--- config.mk ---
export PLATFORM = sky130hd
export DESIGN_NAME = ex_muldiv_unit
export DESIGN_NICKNAME = d
export VERILOG_FILES = /design/src/rtl/ex_muldiv_unit.sv
export SDC_FILE = /design/constraint.sdc
export NUM_CORES = 2
export LEC_CHECK = 0
export ABC_AREA = 1
export ABC_CLOCK_PERIOD_IN_PS = 20600
export CORE_ASPECT_RATIO = 1.5
export CORE_MARGIN = 1
export CORE_UTILIZATION = 55
export CTS_CLUSTER_DIAMETER = 100
export DETAILED_ROUTE_END_ITERATION = 8
export GPL_TIMING_DRIVEN = 0
export PLACE_DENSITY = 0.72
export RECOVER_POWER = 100
export SLEW_MARGIN = 20
export SYNTH_ARGS = -nofsm -noshare
export SYNTH_HDL_FRONTEND = slang
export SYNTH_SLANG_ARGS = --single-unit
export TNS_END_PERCENT = 10
--- constraint.sdc ---
create_clock -name clk -period 20.6 [get_ports clk]
set_clock_uncertainty 0.15 [all_clocks]
set_input_delay 3.09 -clock clk [delete_from_list [all_inputs] [get_ports clk]]
set_output_delay 3.09 -clock clk [all_outputs]
set_load 0.02 [all_outputs]
--- src/rtl/ex_muldiv_unit.sv ---
// RV32M multiply/divide execute unit: pipelined multiply of configurable latency
// plus an iterative restoring divider, with valid/ready handshakes on both sides.
module ex_muldiv_unit #(
    parameter int XLEN    = 32,
    parameter int MUL_LAT = 2,
    parameter int TAG_W   = 5
) (
    input  logic             clk,
    input  logic             resetn,
    input  logic             flush,
    input  logic             in_valid,
    output logic             in_ready,
    input  logic [2:0]       in_funct3,
    input  logic [XLEN-1:0]  in_a,
    input  logic [XLEN-1:0]  in_b,
    input  logic [TAG_W-1:0] in_tag,
    output logic             out_valid,
    input  logic             out_ready,
    output logic [XLEN-1:0]  out_result,
    output logic [TAG_W-1:0] out_tag,
    output logic             busy
);

    localparam int CNT_W  = $clog2(XLEN) + 1;
    localparam int MCNT_W = $clog2(MUL_LAT) + 1;

    localparam logic [CNT_W-1:0]  DIV_LAST = CNT_W'(XLEN);
    localparam logic [MCNT_W-1:0] MUL_LAST = MCNT_W'(MUL_LAT - 1);
    localparam logic [XLEN-1:0]   INT_MIN  = {1'b1, {(XLEN-1){1'b0}}};

    typedef enum logic [1:0] {
        S_IDLE,
        S_MUL,
        S_DIV,
        S_DONE
    } state_t;

    state_t state;

    logic [CNT_W-1:0]  div_cnt;
    logic [MCNT_W-1:0] mul_cnt;

    // Operation context captured at accept
    logic [1:0]        op_q;
    logic [XLEN-1:0]   a_q;
    logic [XLEN-1:0]   b_q;
    logic [TAG_W-1:0]  tag_q;

    // Divider working registers
    logic [XLEN-1:0]   quo;
    logic [XLEN-1:0]   rem;
    logic [XLEN-1:0]   dvs;
    logic              q_neg;
    logic              r_neg;

    // Accept-side decode
    logic              in_signed;
    logic              in_a_neg;
    logic              in_b_neg;
    logic [XLEN-1:0]   in_a_mag;
    logic [XLEN-1:0]   in_b_mag;
    logic              div_by_zero;
    logic              div_ovf;
    logic              accept;

    always_comb begin
        in_signed   = ~in_funct3[0];
        in_a_neg    = in_signed & in_a[XLEN-1];
        in_b_neg    = in_signed & in_b[XLEN-1];
        in_a_mag    = in_a_neg ? -in_a : in_a;
        in_b_mag    = in_b_neg ? -in_b : in_b;
        div_by_zero = (in_b == '0);
        div_ovf     = in_signed && (in_a == INT_MIN) && (in_b == '1);
    end

    assign in_ready = (state == S_IDLE);
    assign busy     = (state == S_MUL) || (state == S_DIV);
    assign accept   = in_valid & in_ready & ~flush;

    // Multiply datapath: extend per funct3, then one full 2*XLEN product
    logic                mul_a_sgn;
    logic                mul_b_sgn;
    logic [2*XLEN-1:0]   mul_a_ext;
    logic [2*XLEN-1:0]   mul_b_ext;
    logic [2*XLEN-1:0]   product;
    logic [XLEN-1:0]     mul_result;

    always_comb begin
        mul_a_sgn  = (op_q != 2'b11);
        mul_b_sgn  = ~op_q[1];
        mul_a_ext  = {{XLEN{mul_a_sgn & a_q[XLEN-1]}}, a_q};
        mul_b_ext  = {{XLEN{mul_b_sgn & b_q[XLEN-1]}}, b_q};
        product    = mul_a_ext * mul_b_ext;
        mul_result = (op_q == 2'b00) ? product[XLEN-1:0] : product[2*XLEN-1:XLEN];
    end

    // Divide datapath: one restoring shift-subtract step, plus final sign fix
    logic [XLEN:0]   shifted;
    logic [XLEN:0]   diff;
    logic [XLEN-1:0] q_fix;
    logic [XLEN-1:0] r_fix;
    logic [XLEN-1:0] div_result;

    always_comb begin
        shifted    = {rem, quo[XLEN-1]};
        diff       = shifted - {1'b0, dvs};
        q_fix      = q_neg ? -quo : quo;
        r_fix      = r_neg ? -rem : rem;
        div_result = op_q[1] ? r_fix : q_fix;
    end

    // NOTE: all state registers are written with non-blocking assignments so every
    // always_ff sees the pre-edge values of the others, whatever the evaluation order.
    always_ff @(posedge clk) begin
        if (!resetn) begin
            state      <= S_IDLE;
            out_valid  <= 1'b0;
            out_result <= '0;
            out_tag    <= '0;
            mul_cnt    <= '0;
            div_cnt    <= '0;
        end else if (flush) begin
            state     <= S_IDLE;
            out_valid <= 1'b0;
        end else begin
            case (state)
                S_IDLE: begin
                    if (in_valid) begin
                        if (!in_funct3[2]) begin
                            state   <= S_MUL;
                            mul_cnt <= '0;
                        end else begin
                            // Special cases skip the iterations and only take the sign-fix step
                            state   <= S_DIV;
                            div_cnt <= (div_by_zero || div_ovf) ? DIV_LAST : '0;
                        end
                    end
                end
                S_MUL: begin
                    if (mul_cnt == MUL_LAST) begin
                        state      <= S_DONE;
                        out_valid  <= 1'b1;
                        out_result <= mul_result;
                        out_tag    <= tag_q;
                    end else begin
                        mul_cnt <= mul_cnt + MCNT_W'(1);
                    end
                end
                S_DIV: begin
                    if (div_cnt == DIV_LAST) begin
                        state      <= S_DONE;
                        out_valid  <= 1'b1;
                        out_result <= div_result;
                        out_tag    <= tag_q;
                    end else begin
                        div_cnt <= div_cnt + CNT_W'(1);
                    end
                end
                S_DONE: begin
                    if (out_ready) begin
                        state     <= S_IDLE;
                        out_valid <= 1'b0;
                    end
                end
                default: state <= S_IDLE;
            endcase
        end
    end

    // NOTE: datapath registers carry no reset; each is loaded at accept before it is read.
    always_ff @(posedge clk) begin
        if (accept) begin
            op_q  <= in_funct3[1:0];
            a_q   <= in_a;
            b_q   <= in_b;
            tag_q <= in_tag;
            dvs   <= in_b_mag;
            if (div_by_zero) begin
                quo   <= '1;
                rem   <= in_a;
                q_neg <= 1'b0;
                r_neg <= 1'b0;
            end else if (div_ovf) begin
                quo   <= in_a;
                rem   <= '0;
                q_neg <= 1'b0;
                r_neg <= 1'b0;
            end else begin
                quo   <= in_a_mag;
                rem   <= '0;
                q_neg <= in_a_neg ^ in_b_neg;
                r_neg <= in_a_neg;
            end
        end else if (state == S_DIV && div_cnt != DIV_LAST) begin
            if (!diff[XLEN]) begin
                rem <= diff[XLEN-1:0];
                quo <= {quo[XLEN-2:0], 1'b1};
            end else begin
                rem <= shifted[XLEN-1:0];
                quo <= {quo[XLEN-2:0], 1'b0};
            end
        end
    end

endmodule

==> metrics.txt <==
Max Freq 0.0870 GHz; initial antenna violation count 15; Synth Area in Adders 0.468; clk sinks 216; Area growth syn-to-layout 6.13%; Net Count, Synth 8,634; final hold violations 0; final wirelength 241,000 µm; post-synthesis simple-gate area fraction 0.206; die width 260 µm; port bufs 116; Setup TNS Final 0 ns; antenna-violating nets left 0; sequential cell area 0.00601 mm²; Metal-1 WL 72,700 µm; DP Cell Count 8,582; via count 50.2k; Die ar. 0.101 mm²; Core Rows 141; core area 0.0988 mm²; vias in the first global route 53.2k; Slew headroom -1.11; commonest register cell after synthesis edfxtp_1; CTS resizes 0; CP arrival 11.81 ns; status complete, but fails checks; Setup Buffers After CTS 0; xor/xnor share of the synthesized area 0.0146; GRT Util Overall 0.491; number of synthesized register bits 216; asr flop ratio synth 0; sequential area share after synthesis 0.109; final cycle utilization of the critical path 0.558; Inserted Clock Buffers 18; First-pass DRT Iterations 8; CTS clk-pin slew, worst paths 0.09 ns; max layer used met5; initial core utilization 0.557; CTS root buf clkbuf_16; # hold bufs at CTS 0; RSZ-0062 raised after global routing no; Worst Hold Depth 2; final cell count without fillers 8,630; CP peak stage delay 0.96 ns; Gate Count Post-Synth 7,175; Slowest cell on crit path fa_1; Worst path most repeated cell fa_1; max-slew violations 155; Startpoint Class flop; Die Y 389 µm; synthesized area per cell 7.67 µm²; largest net degree at the start of global routing 58; routed wl met2 112,000 µm; residual DRC count 0; Final Critical Period 11.49 ns; drt via density 5.81; yosys warns 0; share of Yosys cell area claimed by the top area cell type 0.409; post-synthesis mux area share 0; largest cells by area after synthesis fa_1 (41%), nand2_1 (13%), inv_1 (13%); worst reg-to-reg path cell count 30; final setup fails 0; Worst-Margin Slew 3.17 ns; area of the mapped netlist 0.0551 mm²; max-cap viol count 3; Worst EP required 20.92 ns; multi-input logic area 0.0408 mm²; residual overflow from global routing 0; first-pass GRT wire length 349,000 µm; Setup crit end kind flop; met3 wire length 22,700 µm; EDFF count, synth 168; layout cell share with drive strength beyond 1 0.0183; worst-path fanout max 12; crit path kind flop to flop; unique cell type count in the Yosys netlist 57; Post-DP HPWL 204,000 µm; First DRT Iteration DRCs 5,080; Final #Nets 8,774; Max clock buf depth 3; Top Ports 117; Hold WC Path Type flop to flop; CTS tree done; post-synthesis compound-gate area fraction 0.0537; Clock Latency Late Sink 0.56 ns; main combinational cell family by area after synthesis adder cells; filler instances 9,440; violated checks max-capacitance violations, max-slew violations; GP Congestion 1.11; routed length per instance 27.9 µm; H-Tree Depth 1; Synth area leader fa_1
==> cells in the mapped netlist (24+ instances only) <==
master and n:
fa_1 1126, o21ai_0 231, o21bai_1 24, dfxtp_1 48, nand4_1 46, xnor2_1 36
xor2_1 56, a21oi_1 237, nor2_1 348, nand3_1 261, inv_1 1841, nand2_1 1972
edfxtp_1 168, ha_1 256, nor3_1 37, clkbuf_1 279
==> cells in the final DEF (no fill, tap or decap), drive strengths merged, types with 18 or more instances in the layout <==
cell         netlist  final
nor4              21     21
dlygate4sd3        0    114
xnor2             36     36
inv             1845   1851
o21ai            246    246
nand3b            18     18
o21bai            24     24
fa              1126   1126
ha               256    256
a21oi            239    239
xor2              56     56
nand2           1987   1987
edfxtp           168    168
dfxtp             48     48
nand4             48     48
clkbuf           279    309
nand3            271    271
nor2             355    355
buf               39     32
nor3              44     44
==> cell type report <==
class,count,share of cell area
Sequential cell,216,0.103
Buffer,318,0.0222
Multi-Input combinational cell,4793,0.698
Antenna cell,16,0.000685
Clock buffer,19,0.00814
Tap cell,1287,0.0276
Clock inverter,13,0.00171
Timing Repair Buffer,120,0.0205
Inverter,1848,0.119
==> final timing paths <==
path | from | endpoint | slack [ns]
max | op_q[0] | out_result[31] | 9.11
max reg2reg | op_q[0] | out_result[31] | 9.11
min | out_valid | out_valid | 0.31
min reg2reg | out_valid | out_valid | 0.31
==> stage by stage <==
stage / setup slack [ns] / hold slack, ns / instance area [µm²] / util
6_report: 9.11 / 0.313 / 58400 / 0.591
3_5_place_dp: 10.02 / 0.305 / 58000 / 0.587
2_1_floorplan: 12.83 / 0.283 / 55100 / -
3_3_place_gp: 9.80 / 0.303 / 57800 / 0.585
5_1_grt: 8.86 / 0.334 / 58400 / 0.591
4_1_cts: 9.97 / 0.318 / 58500 / 0.592
==> registers in the layout (all words and copies together), names as in the netlist, 5 cells and up <==
| register | flops |
|---|---|
| a_q | 32 |
| b_q | 32 |
| out_result | 32 |
| quo | 32 |
| rem | 32 |
| dvs | 31 |
| div_cnt | 6 |
| out_tag | 5 |
| tag_q | 5 |
==> metal layers <==
layer,track usage,vias up
met1,0.490,24500
met2,0.790,3117
met3,0.126,1299
met5,0,-
met4,0.543,4
li1,-,21300
==> cell families (layout without fill, tap and decap cells) <==
group / count (synthesis) / after routing
compound gates: 553 / 553
xor+xnor: 92 / 92
fa+ha+maj: 1382 / 1382
buf+inv: 2166 / 2318
flops: 216 / 216
other cells: 0 / 16
simple gates: 2766 / 2766
==> worst max-delay path: cells and delay by family, from the launching register on <==
family	cells	cell delay, ns
flip-flops	1	0.32
buffers and inverters	8	2.24
AO/OA/AOI/OAI	2	0.24
adder cells (fa/ha/maj)	9	5.58
AND/OR/NAND/NOR	11	2.83
Power is not shown: default switching activity piles up to over one toggle a cycle in this logic, so the estimate is an artifact.
